## src/rtl/trap_pkg.sv

```systemverilog
// Shared definitions for the machine-mode trap unit: CSR map, access ops,
// FSM states and the cause-priority helpers.
package trap_pkg;

  localparam logic [11:0] CSR_MSTATUS  = 12'h300;
  localparam logic [11:0] CSR_MIE      = 12'h304;
  localparam logic [11:0] CSR_MTVEC    = 12'h305;
  localparam logic [11:0] CSR_MSCRATCH = 12'h340;
  localparam logic [11:0] CSR_MEPC     = 12'h341;
  localparam logic [11:0] CSR_MCAUSE   = 12'h342;
  localparam logic [11:0] CSR_MTVAL    = 12'h343;
  localparam logic [11:0] CSR_MIP      = 12'h344;

  localparam int MSTATUS_MIE_BIT  = 3;
  localparam int MSTATUS_MPIE_BIT = 7;

  typedef enum logic [1:0] {
    CSR_OP_NONE  = 2'b00,
    CSR_OP_WRITE = 2'b01,
    CSR_OP_SET   = 2'b10,
    CSR_OP_CLEAR = 2'b11
  } csr_op_e;

  typedef enum logic [1:0] {
    ST_IDLE   = 2'd0,
    ST_TRAP   = 2'd1,
    ST_RETURN = 2'd2
  } trap_state_e;

  // Exceptions: the lowest index is the highest priority.
  function automatic logic [3:0] lowest_set16(input logic [15:0] v);
    logic [3:0] idx;
    idx = 4'd0;
    for (int i = 15; i >= 0; i--) begin
      if (v[i]) idx = 4'(i);
    end
    return idx;
  endfunction

  // Interrupts: the highest index is the highest priority.
  function automatic logic [3:0] highest_set16(input logic [15:0] v);
    logic [3:0] idx;
    idx = 4'd0;
    for (int i = 0; i < 16; i++) begin
      if (v[i]) idx = 4'(i);
    end
    return idx;
  endfunction

endpackage

```

## src/rtl/irq_sync.sv

```systemverilog
// Two-flop synchronizer bringing the asynchronous interrupt lines into clk.
module irq_sync #(
  parameter int W = 16
) (
  input  logic         clk,
  input  logic         reset,
  input  logic [W-1:0] i_async,
  output logic [W-1:0] o_sync
);

  logic [W-1:0] r_meta;
  logic [W-1:0] r_sync;

  for (genvar gi = 0; gi < W; gi++) begin : g_bit
    always_ff @(posedge clk or negedge reset) begin
      if (!reset) begin
        r_meta[gi] <= 1'b0;
        r_sync[gi] <= 1'b0;
      end else begin
        r_meta[gi] <= i_async[gi];
        r_sync[gi] <= r_meta[gi];
      end
    end
  end

  assign o_sync = r_sync;

endmodule

```

## src/rtl/machine_trap_unit.sv

```systemverilog
// Machine-mode trap unit: M-mode CSRs, exception/interrupt entry, mret return
// and a one-cycle fetch redirect toward the handler or the saved mepc.
module machine_trap_unit
  import trap_pkg::*;
#(
  parameter int             N         = 64,
  parameter int             NUM_IRQ   = 16,
  parameter logic [N-1:0]   TRAP_BASE = '0
) (
  input  logic               clk,
  input  logic               reset,
  input  logic [15:0]        exceptSignal,
  input  logic [NUM_IRQ-1:0] interruptSignal,
  input  logic [N-1:0]       PC_E,
  input  logic [N-1:0]       tval,
  input  logic               mret,
  input  logic               csr_we,
  input  logic [1:0]         csr_op,
  input  logic [11:0]        csr_addr,
  input  logic [N-1:0]       csr_wdata,
  output logic [N-1:0]       csr_rdata,
  output logic               csr_illegal,
  output logic               redirect,
  output logic [N-1:0]       PC_Trap,
  output logic               mIE
);

  trap_state_e        r_state;
  logic               r_mstatus_mie;
  logic               r_mstatus_mpie;
  logic [NUM_IRQ-1:0] r_mie;
  logic [N-1:0]       r_mtvec;
  logic [N-1:0]       r_mscratch;
  logic [N-1:0]       r_mepc;
  logic [N-1:0]       r_mcause;
  logic [N-1:0]       r_mtval;

  logic [NUM_IRQ-1:0] w_mip;
  logic [15:0]        w_pending16;
  logic [N-1:0]       w_mstatus;
  logic [N-1:0]       w_csr_new;
  logic [N-1:0]       w_vec_off;
  logic [3:0]         w_trap_cause;
  logic               w_idle;
  logic               w_exc_any;
  logic               w_take_exc;
  logic               w_take_irq;
  logic               w_take_trap;
  logic               w_take_mret;
  logic               w_csr_apply;
  csr_op_e            w_op;

  irq_sync #(.W(NUM_IRQ)) u_irq_sync (
    .clk     (clk),
    .reset   (reset),
    .i_async (interruptSignal),
    .o_sync  (w_mip)
  );

  assign w_op        = csr_op_e'(csr_op);
  assign w_idle      = (r_state == ST_IDLE);
  assign w_pending16 = 16'(w_mip & r_mie);
  assign w_exc_any   = |exceptSignal;

  // Exceptions outrank interrupts; mret only wins when neither is taken.
  assign w_take_exc   = w_idle && w_exc_any;
  assign w_take_irq   = w_idle && !w_exc_any && r_mstatus_mie && (|w_pending16);
  assign w_take_trap  = w_take_exc || w_take_irq;
  assign w_take_mret  = w_idle && !w_take_trap && mret;
  assign w_trap_cause = w_exc_any ? lowest_set16(exceptSignal) : highest_set16(w_pending16);

  always_comb begin
    w_mstatus                   = '0;
    w_mstatus[MSTATUS_MIE_BIT]  = r_mstatus_mie;
    w_mstatus[MSTATUS_MPIE_BIT] = r_mstatus_mpie;
    w_mstatus[12:11]            = 2'b11;
  end

  always_comb begin
    csr_rdata   = '0;
    csr_illegal = 1'b0;
    case (csr_addr)
      CSR_MSTATUS:  csr_rdata = w_mstatus;
      CSR_MIE:      csr_rdata = N'(r_mie);
      CSR_MTVEC:    csr_rdata = r_mtvec;
      CSR_MSCRATCH: csr_rdata = r_mscratch;
      CSR_MEPC:     csr_rdata = r_mepc;
      CSR_MCAUSE:   csr_rdata = r_mcause;
      CSR_MTVAL:    csr_rdata = r_mtval;
      CSR_MIP:      csr_rdata = N'(w_mip);
      default:      csr_illegal = 1'b1;
    endcase
  end

  always_comb begin
    case (w_op)
      CSR_OP_WRITE: w_csr_new = csr_wdata;
      CSR_OP_SET:   w_csr_new = csr_rdata | csr_wdata;
      CSR_OP_CLEAR: w_csr_new = csr_rdata & ~csr_wdata;
      default:      w_csr_new = csr_rdata;
    endcase
  end

  // Software writes lose to trap/mret bookkeeping and are frozen during flush.
  assign w_csr_apply = csr_we && w_idle && !w_take_trap && !w_take_mret &&
                       (w_op != CSR_OP_NONE) && !csr_illegal && (csr_addr != CSR_MIP);

  always_ff @(posedge clk or negedge reset) begin
    if (!reset) begin
      r_state <= ST_IDLE;
    end else begin
      case (r_state)
        ST_IDLE: begin
          if (w_take_trap)      r_state <= ST_TRAP;
          else if (w_take_mret) r_state <= ST_RETURN;
        end
        default: r_state <= ST_IDLE;
      endcase
    end
  end

  always_ff @(posedge clk or negedge reset) begin
    if (!reset) begin
      r_mstatus_mie  <= 1'b0;
      r_mstatus_mpie <= 1'b0;
      r_mie          <= '0;
      r_mtvec        <= TRAP_BASE;
      r_mscratch     <= '0;
      r_mepc         <= '0;
      r_mcause       <= '0;
      r_mtval        <= '0;
    end else if (w_take_trap) begin
      r_mepc         <= PC_E & {{(N-2){1'b1}}, 2'b00};
      r_mcause       <= {w_take_irq, {(N-5){1'b0}}, w_trap_cause};
      r_mtval        <= w_take_irq ? '0 : tval;
      r_mstatus_mpie <= r_mstatus_mie;
      r_mstatus_mie  <= 1'b0;
    end else if (w_take_mret) begin
      r_mstatus_mie  <= r_mstatus_mpie;
      r_mstatus_mpie <= 1'b1;
    end else if (w_csr_apply) begin
      case (csr_addr)
        CSR_MSTATUS: begin
          r_mstatus_mie  <= w_csr_new[MSTATUS_MIE_BIT];
          r_mstatus_mpie <= w_csr_new[MSTATUS_MPIE_BIT];
        end
        CSR_MIE:      r_mie      <= w_csr_new[NUM_IRQ-1:0];
        // Reserved modes (1x) leave the current mode untouched.
        CSR_MTVEC:    r_mtvec    <= {w_csr_new[N-1:2],
                                     w_csr_new[1] ? r_mtvec[1:0] : w_csr_new[1:0]};
        CSR_MSCRATCH: r_mscratch <= w_csr_new;
        CSR_MEPC:     r_mepc     <= w_csr_new & {{(N-2){1'b1}}, 2'b00};
        CSR_MCAUSE:   r_mcause   <= w_csr_new;
        CSR_MTVAL:    r_mtval    <= w_csr_new;
        default: ;
      endcase
    end
  end

  assign w_vec_off = N'({r_mcause[3:0], 2'b00});

  always_comb begin
    redirect = 1'b0;
    PC_Trap  = '0;
    case (r_state)
      ST_TRAP: begin
        redirect = 1'b1;
        PC_Trap  = {r_mtvec[N-1:2], 2'b00} +
                   (((r_mtvec[1:0] == 2'b01) && r_mcause[N-1]) ? w_vec_off : '0);
      end
      ST_RETURN: begin
        redirect = 1'b1;
        PC_Trap  = r_mepc;
      end
      default: ;
    endcase
  end

  assign mIE = r_mstatus_mie;

endmodule

```

## config.mk

```make
export PLATFORM = sky130hd
export DESIGN_NAME = machine_trap_unit
export DESIGN_NICKNAME = d
export VERILOG_FILES = /design/src/rtl/trap_pkg.sv /design/src/rtl/irq_sync.sv /design/src/rtl/machine_trap_unit.sv
export SDC_FILE = /design/constraint.sdc
export NUM_CORES = 1
export LEC_CHECK = 0
export BUFFER_PORTS_ARGS = -buffer_cell sky130_fd_sc_hd__buf_2
export CAP_MARGIN = 20
export CELL_PAD_IN_SITES_DETAIL_PLACEMENT = 2
export CELL_PAD_IN_SITES_GLOBAL_PLACEMENT = 2
export CORE_ASPECT_RATIO = 0.9
export CORE_MARGIN = 2
export CORE_UTILIZATION = 38
export CTS_CLUSTER_SIZE = 24
export DETAILED_ROUTE_END_ITERATION = 7
export HOLD_SLACK_MARGIN = 0.06
export MAX_ROUTING_LAYER = met4
export PLACE_DENSITY = 0.95
export SLEW_MARGIN = 25
export SYNTH_ARGS = -nofsm -noshare
export SYNTH_HDL_FRONTEND = slang
export SYNTH_HIERARCHICAL = 1
export SYNTH_SLANG_ARGS = --single-unit
```

## constraint.sdc

```tcl
create_clock -name clk -period 3.9 [get_ports clk]
set_input_delay 0.195 -clock clk [delete_from_list [all_inputs] [get_ports clk]]
set_output_delay 0.195 -clock clk [all_outputs]
set_load 0.03 [all_outputs]
```

==> results.tsv <==
stage	metric	value	unit
final_layout	final_cell_area	27200	sq um
sta	slew_headroom	3.70	%
final_layout	final_util	49.0	%
floorplan	die_area	58200	sq um
global_route	grt_pass1_vias	27777	
setup_path	crit_path_cell_trace	a22oi_2, nand4_1, o21ai_1, buf_4, nand4_1, buf_12, o21ai_0	
sta	fmax	228	MHz
clocking	cts_buffer_depth	3	
placed_design	place_inst	3297	
sta	finClkSkew	0.0271	ns
run_status	status	finished with violations	
worst_hold_path	hold_depth	4	
floorplan	initial_utilization	38.5	%
synthesis	synth.area.top_cells	dfrtp_1 (43%), o21ai_0 (8.7%), nand2_1 (4.9%), a22oi_1 (4.7%), xnor2_1 (4.0%)	
setup_path	max_stage_delay	0.89	ns
final_layout	multi_input_area	11400	sq um
synthesis	synth_area_per_cell	9.32	sq um
final_layout	fin_cells	3545	
floorplan	core_area	55600	sq um
worst_hold_path	min_from	csr_wdata[41]	
synthesis	ys_async_sr_fraction	100	%
sta	hold_violations	0	
route	avgViaCountPerCell	7.12	
sta	rsz0062_at_grt	true	
power	p_leak	11.9	nW
placed_design	portBuffers	368	
synthesis	yosysSeqAreaShare	43.2	%
final_layout	regArea	9240	sq um
route	vias	25257	
synthesis	synth_edf_count	0	
synthesis	synth.distinct_cells	77	
setup_path	ff2ff_setup_slack	-0.49	ns
setup_path	path_max_fanout	46	
route	post_drt_wl_per_cell	38.1	um
global_route	grt_overflow	0	
sta	min_period_over_period	113	%
route	post-route-drc-count	0	
global_route	grt_util_all_layers	45.8	%
clocking	clock_latency	0.64	ns
clocking	cts-root-buf	clkbuf_16	
synthesis	synth_cells	2294	
clocking	cts_sinks	369	
setup_path	critical_path_buf_inv_count	2	
clocking	cts_tree	built	
placed_design	dp_hpwl	71.7	mm
power	vdd_drop_max	0.000275	V
placed_design	place_ws	0.433	ns
setup_path	startpoint_type	flip-flop	
sta	worst_pin_slew	1.43	ns
worst_hold_path	min_to	r_mscratch[41]	
route	drt_iter0_drc	3459	
sta	layout_setup_ws	-0.488	ns
clocking	cts_made_buffers	44	
setup_path	reg2reg_depth	7	
floorplan	die_h	229	um
route	dr.pass1.iters	8	
final_layout	syn_to_final_growth	27.4	%
setup_path	crit_required	4.33	ns
setup_path	crit_cells	7	
worst_hold_path	hold_path.class	in -> reg	
setup_path	reg2reg_from	u_irq_sync/o_sync[12]	
setup_path	crit_arrival	4.82	ns
synthesis	yosys_warnings	6	
placed_design	placed_cell_area	24200	sq um
route	routed_wirelength	135	mm
setup_path	slowest_stage	o21ai_0	
setup_path	endpoint_kind	flip-flop	
global_route	grt_max_degree	124	
setup_path	cp_top_family	compound AO/OA/AOI/OAI gates	
floorplan	rows	82	
synthesis	syn_area	21400	sq um
setup_path	cpMostUsedCell	nand4_1	
power	p_per_area	345	nW/um^2
global_route	grt_first_pass_wirelength	191	mm
setup_path	r2r_end	r_mscratch[2]	
clocking	htreeDepth	2	
clocking	path_clk_slew	0.08	ns
run_status	violations	setup timing	
placed_design	place.gp.congestion	0.915	
final_layout	drive_gt1_share	24.4	%
setup_path	crit_start	u_irq_sync/o_sync[12]	
synthesis	synthFlopType	dfrtp_1	
final_layout	num-nets-final	2982	
synthesis	synth-seq-cells	369	
route	antenna_left	0	
sta	setup_violations	23	
floorplan	io_pins	373	
final_layout	fillers	5784	
setup_path	crit_type	reg -> reg	
sta	period_minus_slack	4.39	ns
sta	report.final.slew_viol_count	0	
job	drv_cap	0	
synthesis	synth_top_cell_by_area	dfrtp_1	
global_route	antenna_found_initial	16	
synthesis	yosysTopAreaCellShare	43.2	%
floorplan	fp.dieW	254	um
==> tightest hold or removal path: stages <==
cell     delay, ns
buf_2         0.11
nand2_1       0.06
a22o_1        0.21
o21ai_0       0.10
==> report_power, final <==
group / leakage, nW / switching, W / total [W] / internal [W]
registers: 4.78 / 0.0000988 / 0.00401 / 0.00391
clock network: 0.670 / 0.00196 / 0.00425 / 0.00229
logic: 6.45 / 0.000704 / 0.00115 / 0.000442
total: 11.9 / 0.00276 / 0.00941 / 0.00665
==> routing by layer <==
layer	global-route usage, %	up-vias	routed length (um)
met5	-	-	0
li1	-	9367	-
met2	69.9	2331	61100
met3	12.9	858	16000
met4	33.0	0	11500
met1	51.3	12701	46400
==> area by class of cell <==
cell class,count,area share (%)
Tap cell,756,3.47
Clock buffer,69,4.79
Inverter,50,0.689
Sequential cell,369,33.9
Multi-Input combinational cell,1681,41.8
Antenna cell,26,0.239
Clock inverter,8,0.174
Timing Repair Buffer,586,15.0
==> Yosys cell counts, types with 6 or more instances <==
master,n
o2bb2ai_1,20
buf_1,13
a32oi_1,6
and3_1,12
nand2b_1,9
nor3_1,28
a221oi_2,43
and2_1,13
a222oi_1,23
a21o_1,26
o211ai_1,7
nor4_1,16
dfrtp_1,369
a22oi_1,134
nor2_1,109
a22o_1,83
a211oi_1,9
and4_1,11
nand4_1,26
inv_1,50
clkbuf_1,141
mux2_2,32
o21ai_1,10
buf_6,8
buf_2,28
xnor2_1,98
nand2_1,282
o21ai_0,372
nor2b_1,17
a21oi_1,67
xor2_1,25
nand3_1,61
or2_2,6
mux4_2,26
ha_1,7
mux2i_1,35
==> kinds of logic (layout without fill, tap and decap cells) <==
| family | after synthesis | in the layout | synth area share, % |
|---|---|---|---|
| fa+ha+maj | 8 | 8 | 0.503 |
| other cells | 1 | 28 | 0.0175 |
| buf+inv | 245 | 713 | 4.83 |
| mux | 93 | 93 | 6.06 |
| flops | 369 | 369 | 43.2 |
| compound gates | 843 | 843 | 27.0 |
| xor+xnor | 123 | 123 | 5.04 |
| simple gates | 612 | 612 | 13.4 |
==> metrics by stage <==
| stage | hold slack (ns) | setup TNS, ns | total power, W |
|---|---|---|---|
| after floorplan | -0.101 | 0 | 0.00449 |
| after global routing | 0.128 | -1.72 | 0.00954 |
| after CTS | 0.0698 | 0 | 0.00913 |
| after detailed placement | 0.305 | 0 | 0.00497 |
| final | 0.105 | -2.02 | 0.00941 |
| after global placement | 0.305 | 0 | 0.00490 |
==> state kept, by name, indices dropped and copies added, names as in the netlist, 2 cells and up <==
register / count
r_mcause: 64
r_mepc: 62
r_mie: 16
r_mscratch: 64
r_mtval: 64
r_mtvec: 63
r_state: 2
u_irq_sync/o_sync: 16
u_irq_sync/r_meta: 16
==> worst max path at each step <==
stage / end / slack, ns
detailed placement: PC_Trap[63] / 0.43
global placement: PC_Trap[63] / 0.63
global route: r_mscratch[2] / -0.37
finish: r_mscratch[2] / -0.49
CTS: PC_Trap[18] / 0.001
floorplan: PC_Trap[52] / 0.70
==> layout by cell type, fill, tap and decap left out, drive strengths merged, types with 31 or more instances in the layout <==
| master | Yosys | final |
|---|---|---|
| a21oi | 67 | 67 |
| a221oi | 47 | 47 |
| a22o | 83 | 83 |
| a22oi | 135 | 135 |
| buf | 54 | 441 |
| clkbuf | 141 | 71 |
| dfrtp | 369 | 369 |
| dlygate4sd3 | 0 | 143 |
| inv | 50 | 52 |
| mux2 | 32 | 32 |
| mux2i | 35 | 35 |
| nand2 | 282 | 282 |
| nand3 | 61 | 61 |
| nor2 | 110 | 110 |
| nor3 | 31 | 31 |
| o21ai | 385 | 385 |
| xnor2 | 98 | 98 |
==> timing repair <==
item | in CTS | in global routing
hold buffers | 143 | 0
pin swaps | 1 | 3
resized for setup | 19 | 49
endpoints found under the setup margin | 25 | 49
buffers inserted | 1 | 1
endpoints found under the hold margin | 240 | 0
Note: power is estimated with default switching activity, not from simulation.
